--- config.mk ---
export PLATFORM = sky130hd
export DESIGN_NAME = mem_access_ctrl_flat
export DESIGN_NICKNAME = d
export VERILOG_FILES = /design/src/rtl/mem_access_ctrl_if.sv /design/src/rtl/mem_access_ctrl.sv /design/src/flat_wrapper.sv
export SDC_FILE = /design/constraint.sdc
export NUM_CORES = 1
export LEC_CHECK = 0
export CORE_ASPECT_RATIO = 1.25
export CORE_MARGIN = 1.5
export CORE_UTILIZATION = 40
export DETAILED_ROUTE_END_ITERATION = 8
export GPL_TIMING_DRIVEN = 0
export PLACE_DENSITY = 0.83
export SLEW_MARGIN = 5
export SYNTH_ARGS = -nofsm -noshare
export SYNTH_HDL_FRONTEND = slang
export SYNTH_SLANG_ARGS = --single-unit
--- constraint.sdc ---
create_clock -name clk -period 1.95 [get_ports clk]
set_input_delay 0.2925 -clock clk [delete_from_list [all_inputs] [get_ports clk]]
set_output_delay 0.2925 -clock clk [all_outputs]
set_load 0.02 [all_outputs]
--- src/rtl/mem_access_ctrl_if.sv ---
// Request/response bus between a master and mem_access_ctrl.
// The master drives requests and consumes responses; the controller is the slave side.
interface mem_access_ctrl_if #(
  parameter int d_width   = 32,
  parameter int adr_width = 5
);
  logic                 req_valid;
  logic                 req_ready;
  logic                 req_we;
  logic [adr_width-1:0] req_adr;
  logic [d_width-1:0]   req_data;
  logic                 rsp_valid;
  logic                 rsp_ready;
  logic [d_width-1:0]   rsp_data;

  modport master (
    output req_valid, req_we, req_adr, req_data, rsp_ready,
    input  req_ready, rsp_valid, rsp_data
  );

  modport slave (
    input  req_valid, req_we, req_adr, req_data, rsp_ready,
    output req_ready, rsp_valid, rsp_data
  );
endinterface

--- src/rtl/mem_access_ctrl.sv ---
// mem_access_ctrl: turns a valid/ready request stream into dual-port memory cycles and returns read data.
// Optional macro MEM_INIT_EN: zero-fill sweep of every memory word after reset release.
module mem_access_ctrl #(
  parameter int d_width   = 32,
  parameter int adr_width = 5
) (
  input  logic                 clk,
  input  logic                 rst_n,
  mem_access_ctrl_if.slave     bus,
  output logic                 w_en_o,
  output logic [adr_width-1:0] adr_w_o,
  output logic [d_width-1:0]   data_w_o,
  output logic [adr_width-1:0] adr_r_o,
  input  logic [d_width-1:0]   data_r_i,
  output logic                 init_busy_o
);

  typedef enum logic [2:0] {
`ifdef MEM_INIT_EN
    INIT,
`endif
    IDLE,
    RD1,
    RD2,
    RSP
  } state_t;

`ifdef MEM_INIT_EN
  localparam int adr_max = 2 ** adr_width;
  localparam state_t RESET_STATE = INIT;
`else
  localparam state_t RESET_STATE = IDLE;
`endif

  state_t               state_q, state_d;
  logic                 w_en_q, w_en_d;
  logic [adr_width-1:0] adr_w_q, adr_w_d;
  logic [d_width-1:0]   data_w_q, data_w_d;
  logic [adr_width-1:0] adr_r_q, adr_r_d;
  logic                 rsp_valid_q, rsp_valid_d;
  logic [d_width-1:0]   rsp_data_q, rsp_data_d;
`ifdef MEM_INIT_EN
  logic [adr_width-1:0] init_cnt_q, init_cnt_d;
`endif

  // Gated by rst_n so nothing is accepted while reset is held.
  assign bus.req_ready = rst_n && (state_q == IDLE);
  assign bus.rsp_valid = rsp_valid_q;
  assign bus.rsp_data  = rsp_data_q;
  assign w_en_o        = w_en_q;
  assign adr_w_o       = adr_w_q;
  assign data_w_o      = data_w_q;
  assign adr_r_o       = adr_r_q;
`ifdef MEM_INIT_EN
  assign init_busy_o   = rst_n && (state_q == INIT);
`else
  assign init_busy_o   = 1'b0;
`endif

  always_comb begin
    state_d     = state_q;
    w_en_d      = 1'b0;
    adr_w_d     = adr_w_q;
    data_w_d    = data_w_q;
    adr_r_d     = adr_r_q;
    rsp_valid_d = rsp_valid_q;
    rsp_data_d  = rsp_data_q;
`ifdef MEM_INIT_EN
    init_cnt_d  = init_cnt_q;
`endif
    case (state_q)
`ifdef MEM_INIT_EN
      INIT: begin
        w_en_d     = 1'b1;
        adr_w_d    = init_cnt_q;
        data_w_d   = '0;
        init_cnt_d = init_cnt_q + 1'b1;
        if (init_cnt_q == adr_width'(adr_max - 1)) begin
          state_d = IDLE;
        end
      end
`endif
      IDLE: begin
        if (bus.req_valid) begin
          if (bus.req_we) begin
            w_en_d   = 1'b1;
            adr_w_d  = bus.req_adr;
            data_w_d = bus.req_data;
          end else begin
            adr_r_d = bus.req_adr;
            state_d = RD1;
          end
        end
      end
      RD1: state_d = RD2;
      // The memory registered data_r on the previous edge, so it is valid now.
      RD2: begin
        rsp_data_d  = data_r_i;
        rsp_valid_d = 1'b1;
        state_d     = RSP;
      end
      RSP: begin
        if (bus.rsp_ready) begin
          rsp_valid_d = 1'b0;
          state_d     = IDLE;
        end
      end
      default: state_d = RESET_STATE;
    endcase
  end

  always_ff @(posedge clk or negedge rst_n) begin
    if (!rst_n) begin
      state_q     <= RESET_STATE;
      w_en_q      <= 1'b0;
      adr_w_q     <= '0;
      data_w_q    <= '0;
      adr_r_q     <= '0;
      rsp_valid_q <= 1'b0;
      rsp_data_q  <= '0;
`ifdef MEM_INIT_EN
      init_cnt_q  <= '0;
`endif
    end else begin
      state_q     <= state_d;
      w_en_q      <= w_en_d;
      adr_w_q     <= adr_w_d;
      data_w_q    <= data_w_d;
      adr_r_q     <= adr_r_d;
      rsp_valid_q <= rsp_valid_d;
      rsp_data_q  <= rsp_data_d;
`ifdef MEM_INIT_EN
      init_cnt_q  <= init_cnt_d;
`endif
    end
  end

endmodule

--- src/flat_wrapper.sv ---
// flat-port wrapper written by rule: the top's interface ports become plain ports
module mem_access_ctrl_flat 
#(
  parameter int d_width   = 32,
  parameter int adr_width = 5
)
  (clk, rst_n, w_en_o, adr_w_o, data_w_o, adr_r_o, data_r_i, init_busy_o, bus_req_valid, bus_req_we, bus_req_adr, bus_req_data, bus_rsp_ready, bus_req_ready, bus_rsp_valid, bus_rsp_data);
  mem_access_ctrl_if #(.d_width(d_width), .adr_width(adr_width)) bus_i ();
  input  logic clk;
  input  logic rst_n;
  output logic w_en_o;
  output logic [adr_width-1:0] adr_w_o;
  output logic [d_width-1:0] data_w_o;
  output logic [adr_width-1:0] adr_r_o;
  input  logic [d_width-1:0] data_r_i;
  output logic init_busy_o;
  input wire logic [$bits(bus_i.req_valid)-1:0] bus_req_valid;
  input wire logic [$bits(bus_i.req_we)-1:0] bus_req_we;
  input wire logic [$bits(bus_i.req_adr)-1:0] bus_req_adr;
  input wire logic [$bits(bus_i.req_data)-1:0] bus_req_data;
  input wire logic [$bits(bus_i.rsp_ready)-1:0] bus_rsp_ready;
  output wire logic [$bits(bus_i.req_ready)-1:0] bus_req_ready;
  output wire logic [$bits(bus_i.rsp_valid)-1:0] bus_rsp_valid;
  output wire logic [$bits(bus_i.rsp_data)-1:0] bus_rsp_data;
  assign bus_i.req_valid = bus_req_valid;
  assign bus_i.req_we = bus_req_we;
  assign bus_i.req_adr = bus_req_adr;
  assign bus_i.req_data = bus_req_data;
  assign bus_i.rsp_ready = bus_rsp_ready;
  assign bus_req_ready = bus_i.req_ready;
  assign bus_rsp_valid = bus_i.rsp_valid;
  assign bus_rsp_data = bus_i.rsp_data;
  mem_access_ctrl #(.d_width(d_width), .adr_width(adr_width)) u_core (.clk(clk), .rst_n(rst_n), .bus(bus_i), .w_en_o(w_en_o), .adr_w_o(adr_w_o), .data_w_o(data_w_o), .adr_r_o(adr_r_o), .data_r_i(data_r_i), .init_busy_o(init_busy_o));
endmodule
Yosys cells after proc, flatten, opt, wreduce, memory -nomap -nowiden
Cells that the tools add are included.
W data, S select, Z words.
{"block": "word_totals", "regBits": 79, "in_bits": 74, "out_inout_bits": 78, "wordCells": 30}
{"block": "op_classes", "n_eq_ne": 6, "muxes": 9, "bitwise": 1, "n_reduce_logical": 7}
{"op": "$pmux W3 S4", "n": 1}
{"op": "$mux W3", "n": 3}
{"op": "$reduce_and A3 Y1", "n": 3}
{"op": "$eq A3 B2 Y1 const B", "n": 2}
{"op": "$ne A2 B2 Y1 const B", "n": 3}
{"op": "$mux W1", "n": 4}
{"op": "$eq A3 B1 Y1 const B", "n": 1}
{"op": "$logic_not A3 Y1", "n": 1}
{"op": "$pmux W1 S2", "n": 1}
{"op": "$reduce_and A2 Y1", "n": 1}
{"op": "$reduce_bool A2 Y1", "n": 1}
{"op": "$logic_and A1 B1 Y1", "n": 1}
{"op": "$not A1 Y1", "n": 1}

Logic depth before layout (Yosys ltp)
Gate-level depths: netlist of run 1.
{"block": "depth", "word_depth": 3, "mapped_depth": 6}

Worst setup path before layout of run 1
No wires, ideal clock.
{"block": "synth_timing", "kind": "register to register", "from": "reg u_core.state_q[0]", "to": "reg u_core.data_w_q[13] (netlist: u_core.data_w_o[13])", "arrival_time_ns": 1.346, "t_required_ns": 1.825, "slack_ns": 0.479, "path_stages_with_launch": 7, "n_path_buf": 2, "synth_period_minus_slack_ns": 1.471, "cell_sequence": "dfrtp_1 -> inv_1 -> ha_1 -> nand3_1 -> buf_6 -> buf_6 -> mux2_4"}
{"block": "synth_via", "elab_chain_cells": 2}
{"element": "start, declared", "line": "mem_access_ctrl.sv:35", "rtl": "state_t state_q, state_d;"}
{"element": "start signal, assigned", "line": "mem_access_ctrl.sv:125", "rtl": "state_q <= state_d;"}
{"element": "$logic_not A3 Y1", "line": "mem_access_ctrl.sv:71", "rtl": "case (state_q)"}
{"element": "$reduce_and A3 Y1 (no line)"}
{"element": "end signal, assigned", "line": "mem_access_ctrl.sv:128", "rtl": "data_w_q <= data_w_d;"}
{"element": "end, declared", "line": "mem_access_ctrl.sv:38", "rtl": "logic [d_width-1:0] data_w_q, data_w_d;"}
Every way passes these cells.
A chain may end at the register's enable or synchronous reset.

Worst setup path after layout of run 1
{"block": "layout_timing", "from": "reg u_core.state_q[1]", "to": "out bus_req_ready"}
{"block": "layout_via", "elab_chain_cells": 2}
{"element": "$logic_not A3 Y1", "line": "mem_access_ctrl.sv:47", "rtl": "assign bus.req_ready = rst_n && (state_q == IDLE);"}
{"element": "$logic_and A1 B1 Y1", "line": "mem_access_ctrl.sv:47"}
{"element": "end, declared", "line": "flat_wrapper.sv:22", "rtl": "output wire logic [$bits(bus_i.req_ready)-1:0] bus_req_ready;"}
Every way passes these cells.

==> results.md, run 1 <==
- Status: complete, but fails checks
- Failing checks: negative hold slack
- Cell area power density: approximately 1700 nW/um^2
- Port buffer count: 150
- DR WL/cell: between 15 and 20 um
- Vias in the first global route: about 2200
- Ratio of cells with drive above 1 in the final layout: 0.287
- Critical Path Source Type: register
- Least-Margin Pin Slew: 602 ps
- Final std cells w/o fill: 440
- Critical Path AT: 1470 ps
- Hold Slack: -48.0 ps
- Final setup viols: 0
- Max cap viols: 0
- Total GRT Usage: 0.174
- Gp weighted congestion: 0.699
- Slew Limit Fails: 0
- CP max stage cell: dfrtp_1
- Internal power: 5.37 mW
- DP Area: 4710 um^2
- Initial antenna violation count: 0
- Initial core utilization: 0.414
- Reg2Reg Depth: 6
- Die height: 101 um
- P_sw: 2.91 mW
- Seq pwr share: 0.345
- Final instance area: slightly below 5000 um^2
- Die area: just over 8000 um^2
- Seq cells post-synth: 78
- Core footprint: around 7400 um^2
- Num ports: 152
- Deepest clock path buffer count: 2
- Avg Cell Area, Syn: roughly 17 um^2
- Post-Syn Nets: roughly 260
- Critical path cell sequence: inv_1 > ha_1 > and2_1 > dlygate4sd2_1
- Largest cells by area after synthesis: dfrtp_1 (64%), mux2_2 (20%), mux2_4 (9.3%)
- RSZ-0062 raised after global routing: no
- Peak supply drop: approximately 0.9 mV
- Root Buffer: clkbuf_8
- # rows: 35
- Rel. slew slack: 0.597
- R2R Path Start: u_core.state_q[1]$_DFFE_PN0P_
- Pin count of the biggest net entering global routing: 67
- Critical Path Fanout Max: 4
- Clock skew: about 9.4 ps
- Capture point of the worst reg-to-reg path: u_core.data_w_o[14]$_DFFE_PN0P_
- DRT iter0 DRCs: 47
- Tcrit/Tclk final: 0.904
- Flop-to-flop setup slack: between 300 and 400 ps
- Mapped Area: 3060 um^2
- Crit end category: output port
- CTS sink count: between 70 and 80
- Mapped Cells: 180
- Post-DP HPWL: 5100 um
- Clock transition at path regs: 80 ps
- Max incr delay on CP: approximately 430 ps
- Async S/R FF share, synth: 1.00
- Top cell type's share of synthesized area: 0.637
- Vias post-DR: between 2000 and 2500
- WP data required: 1660 ps
- Combinational share of power: 0.532
- Main synth FF type: dfrtp_1
- Congestion Overflow GR: 0
- Final TNS setup: 0 ps
- Synth Warn #: 0
- Sw Share: 0.351
- Setup Crit Path Kind: register to output port
- Drt pass-1 iters: 3
- Min-Delay Path Class: input port to asynchronous set/reset pin
- Area leader, netlist: dfrtp_1
- Clock power share: 0.123
- Syn-to-layout area delta: 59.3%
- Post-synth EDFFs: 0
- CTS H-tree lvls: 3
- Proportion of synthesized chip area in sequential cells: 0.637
- CTS tree: yes
- Dpl cells: approximately 420
- Final hold vios: 65
- Vias/cell: 4.68
- Post CTS Setup Buffer Count: 0
- Net count reported at finish: 421
- Min cycle time layout: 1760 ps
- Count of different cell masters after synthesis: 18
- TritonCTS Buffers: 9
- CTS Hold Bufs: 1
- Final ANT Viol Nets: 0
- Leak: roughly 2.1 nW
- First-pass GRT wire length: between 10000 and 15000 um
- Worst-Skew Late Latency: about 340 ps
- FMAX: roughly 570 MHz
- WL final: ~6800 um
- Remaining DRCs: 0
- Die Wd: a little over 80 um
- Antenna diodes: 0
-- metrics by stage --
step / power, mW / utilization / setup slack (ps)
after detailed placement: 7.34 / 0.636 / -24.6
after global placement: 7.20 / 0.632 / -2620
after floorplan: 5.23 / - / 479
after CTS: 8.41 / 0.660 / 143
after global routing: 8.76 / 0.660 / 107
final: 8.28 / 0.660 / 187
-- power by group through the flow --
stage / clock [mW] / combinational (mW) / sequential (mW)
after floorplan: 0 / 1.37 / 3.85
after global placement: 0 / 4.36 / 2.84
after detailed placement: 0 / 4.46 / 2.88
after CTS: 1.07 / 4.47 / 2.86
after global routing: 1.12 / 4.67 / 2.96
final: 1.02 / 4.40 / 2.86
-- Yosys cell counts, types with 2 or more instances --
library cell / n
mux2_4: 19
nor2_1: 2
inv_1: 4
mux2_2: 55
dfrtp_1: 78
ha_1: 4
buf_2: 5
buf_6: 3
-- worst max path at each step --
stage / start / slack (ps) / end
after detailed placement: rst_n / -20 / bus_req_ready
after CTS: u_core.state_q[0]$_DFFE_PN0P_ / 140 / bus_req_ready
after floorplan: u_core.state_q[0]$_DFFE_PN0P_ / 480 / u_core.data_w_o[13]$_DFFE_PN0P_
after global routing: u_core.state_q[0]$_DFFE_PN0P_ / 110 / bus_req_ready
final: u_core.state_q[1]$_DFFE_PN0P_ / 190 / bus_req_ready
after global placement: rst_n / -2620 / bus_req_ready
-- layer usage --
metal,part of all wire,GRT usage,vias to the layer above
li1,-,-,947
met1,0.39,0.202,1015
met2,0.51,0.292,85
met3,0.079,0.0507,11
met4,0.017,0.0782,0
met5,0,0,-
-- critical path: cells and delay by family, from the launching register on --
family / cells / cell delay, ps
adder cells (fa/ha/maj): 1 / 170
flip-flops: 1 / 430
buffers and inverters: 2 / 430
AND/OR/NAND/NOR: 1 / 120
-- registers in the layout (all words and copies together), names as in the netlist --
name	count
u_core.adr_r_o	5
u_core.state_q	2
u_core.bus.rsp_valid	1
u_core.bus.rsp_data	32
u_core.adr_w_o	5
u_core.w_en_o	1
u_core.data_w_o	32
-- area by class of cell --
type | count | area, um^2
Clock buffer | 10 | 128
Buffer | 9 | 66.3
Inverter | 4 | 15.0
Timing Repair Buffer | 152 | 1540
Fill cell | 564 | 2520
Multi-Input combinational cell | 89 | 1030
Clock inverter | 6 | 38.8
Sequential cell | 78 | 1950
Tap cell | 92 | 115
-- timing repair --
| action | CTS | global route |
|---|---|---|
| hold endpoints to repair | 13 | 65 |
| setup endpoints to repair | 1 | 0 |
| resized for setup | 1 | 0 |
-- layout by cell type, fill, tap and decap left out --
cell / n
buf_6: 3
buf_4: 2
clkinv_2: 3
conb_1: 1
a221o_1: 1
o2bb2ai_1: 1
nor2_1: 2
nand3_1: 1
dfrtp_1: 78
dlygate4sd2_1: 1
nand3b_1: 1
clkbuf_1: 1
buf_16: 1
clkbuf_8: 9
clkinv_4: 1
clkinvlp_4: 2
mux2_2: 55
mux2i_1: 1
clkdlybuf4s50_1: 148
dlygate4sd3_1: 1
mux2_1: 1
inv_1: 4
mux2_4: 19
ha_1: 4
buf_2: 5
and2_1: 1
nor2b_1: 1
-- kinds of logic after synthesis --
logic type / share of synthesized area
simple gates: 0.0106
buf+inv: 0.0265
mux: 0.302
other cells: 0.00122
flops: 0.637
fa+ha+maj: 0.0163
compound gates: 0.00613
(Power assumes the default switching activity.)
==> inputs of run 2 (changes only) <==
Settings changed: MAX_ROUTING_LAYER set to met4.
==> run 2 against run 1 <==
Net effect:
- the flow still finishes with violations (negative hold slack)
- combinational power about the same
- non-clock buffer count unchanged
- utilization unchanged
- largest cell class unchanged
==> results.md, run 2 (synthesized netlist as in run 1, its figures left out) <==
- Critical Path AT: 1470 ps (about the same)
- CTS Hold Bufs: 1 (unchanged)
- Top delay family on crit path: buffers and inverters
- Critical Path Fanout Max: 4 (unchanged)
- Final setup viols: 0 (unchanged)
- Leak: 2.14 nW (unchanged)
- Drt pass-1 iters: 3 (unchanged)
- Least-Margin Pin Slew: 602 ps (-0.0554 ps)
- FILL cells: 564 (unchanged)
- Vias post-DR: 2058 (unchanged)
- Flop-to-flop setup slack: 320 ps (about the same)
- DP Area: 4710 um^2 (unchanged)
- Capture point of the worst reg-to-reg path: u_core.data_w_o[14]$_DFFE_PN0P_
- Die height: 101 um (unchanged)
- Clock skew: 7.99 ps (-1.46 ps)
- Vias/cell: 4.68 (unchanged)
- Status: complete, but fails checks
- Remaining DRCs: 0 (unchanged)
- Crit end category: output port
- Final ANT Viol Nets: 0 (unchanged)
- Rel. slew slack: 0.597 (about the same)
- Clock transition at path regs: 80 ps (about the same)
- Antenna diodes: 0 (unchanged)
- Core footprint: 7400 um^2 (unchanged)
- Critical path cell sequence: inv_1 > ha_1 > and2_1 > dlygate4sd2_1
- Vias in the first global route: 2177 (-0.18%)
- Num ports: 152 (unchanged)
- FMAX: 566 MHz (-0.15%)
- Initial core utilization: 0.414 (unchanged)
- Final hold vios: 65 (unchanged)
- Post CTS Setup Buffer Count: 0 (unchanged)
- Critical Path Source Type: register
- Total GRT Usage: 0.179 (+0.00529)
- Gp weighted congestion: 0.707 (+1.1%)
- Hold Slack: -47.2 ps (+0.763 ps)
- Ratio of cells with drive above 1 in the final layout: 0.287 (unchanged)
- RSZ-0062 raised after global routing: no
- Sw Share: 0.351 (about the same)
- Pin count of the biggest net entering global routing: 67 (unchanged)
- Setup ws final: 184 ps (-2.71 ps)
- Initial antenna violation count: 0 (unchanged)
- Die area: 8200 um^2 (unchanged)
- Cell area power density: 1700 nW/um^2 (about the same)
- Final core utilization: 0.660 (unchanged)
- Tcrit/Tclk final: 0.906 (+0.00139)
- Congestion Overflow GR: 0 (unchanged)
- Peak supply drop: 0.894 mV (-0.33%)
- Commonest cells after routing, fill and taps aside: clkdlybuf4s50_1 (148), dfrtp_1 (78), mux2_2 (55), mux2_4 (19), clkbuf_8 (9)
- DR WL/cell: 15.5 um (-0.12%)
- Setup Crit Path Kind: register to output port
- DRT iter0 DRCs: 53 (+13%)
- Die Wd: 81.3 um (unchanged)
- Failing checks: negative hold slack
- DR top layer: met4
- Net count reported at finish: 421 (unchanged)
- Worst-Skew Late Latency: 330 ps (about the same)
- Place WS: -24.6 ps (unchanged)
- # rows: 35 (unchanged)
- Max incr delay on CP: 380 ps (-50 ps)
- Deepest clock path buffer count: 2 (unchanged)
- Final instance area: 4880 um^2 (unchanged)
- Max cap viols: 0 (unchanged)
- Syn-to-layout area delta: 59.3% (unchanged)
- Commonest non-fill, non-tap cell in the layout: clkdlybuf4s50_1
- Seq pwr share: 0.345 (about the same)
- Routed length on met3: 450 um (-16%)
- Slew Limit Fails: 0 (unchanged)
- First-pass GRT wire length: 10700 um (+0.13%)
- CTS tree: yes
- WL final: 6810 um (-0.12%)
- Min cycle time layout: 1770 ps (+2.71 ps)
- TritonCTS Buffers: 9 (unchanged)
- CTS H-tree lvls: 3 (unchanged)
- Metal-1 WL: 2740 um (+3.0%)
- Root Buffer: clkbuf_8
- CTS sink count: 78 (unchanged)
- CP max stage cell: dfrtp_1
- R2R Path Start: u_core.state_q[1]$_DFFE_PN0P_
- Port buffer count: 150 (unchanged)
- Reg2Reg Depth: 6 (unchanged)
- Clock power share: 0.124 (about the same)
- WP buf/inv: 2 (unchanged)
- Internal power: 5.37 mW (about the same)
- Post-DP HPWL: 5100 um (unchanged)
- P_sw: 2.91 mW (about the same)
- Met2 WL post-DR: 3490 um (-0.37%)
- WP data required: 1660 ps (about the same)
- Min-Delay Path Class: input port to asynchronous set/reset pin
- Combinational share of power: 0.532 (about the same)
[run 2: cell counts in the layout (fill, tap and decap cells not counted)]
Identical to the previous run, type by type.
[run 2: power groups by stage]
| stage | Clock (mW) | Combinational, mW | Sequential [mW] |
|---|---|---|---|
| floorplan | 0 | 1.37 | 3.85 |
| global placement | 0 | 4.36 | 2.84 |
| detailed placement | 0 | 4.46 | 2.88 |
| CTS | 1.07 | 4.47 | 2.86 |
| global route | 1.13 | 4.67 | 2.96 |
| finish | 1.02 | 4.40 | 2.86 |
[run 2: routing by layer]
layer / up-vias / track usage
met2: 83 / 0.292
met3: 11 / 0.0398
li1: 946 / -
met5: - / -
met4: 0 / 0.0782
met1: 1018 / 0.210
[run 2: how the worst max path moves through the flow]
stage                             startpoint                               to  slack (ps)  depth (start not counted)
2_1_floorplan  u_core.state_q[0]$_DFFE_PN0P_  u_core.data_w_o[13]$_DFFE_PN0P_         480                          6
3_3_place_gp                           rst_n                    bus_req_ready       -2620                          3
3_5_place_dp                           rst_n                    bus_req_ready         -20                          4
4_1_cts        u_core.state_q[0]$_DFFE_PN0P_                    bus_req_ready         140                          4
5_1_grt        u_core.state_q[0]$_DFFE_PN0P_                    bus_req_ready         100                          4
6_report       u_core.state_q[0]$_DFFE_PN0P_                    bus_req_ready         180                          4
[run 2: final cells by class]
class	count	area [um^2]	area share
multi-input combinational	89	1030	0.211
inverter	4	15.0	0.00308
timing repair buffer	152	1540	0.315
buffer	9	66.3	0.0136
clock inverter	6	38.8	0.00795
clock buffer	10	128	0.0261
sequential	78	1950	0.400
tap	92	115	0.0236
[run 2: stage by stage]
| step | instances | TNS (ps) | total power, mW |
|---|---|---|---|
| 2_1_floorplan | 180 | 0 | 5.23 |
| 3_3_place_gp | 422 | -166180 | 7.20 |
| 3_5_place_dp | 423 | -24.6 | 7.34 |
| 4_1_cts | 440 | 0 | 8.41 |
| 5_1_grt | 440 | 0 | 8.76 |
| 6_report | 440 | 0 | 8.28 |
[run 2: timing repair]
| action | 4_1_cts | 5_1_grt |
|---|---|---|
| setup endpoints to repair | 1 | 0 |
| resized for setup | 1 | 0 |
| endpoints found under the hold margin | 13 | 65 |
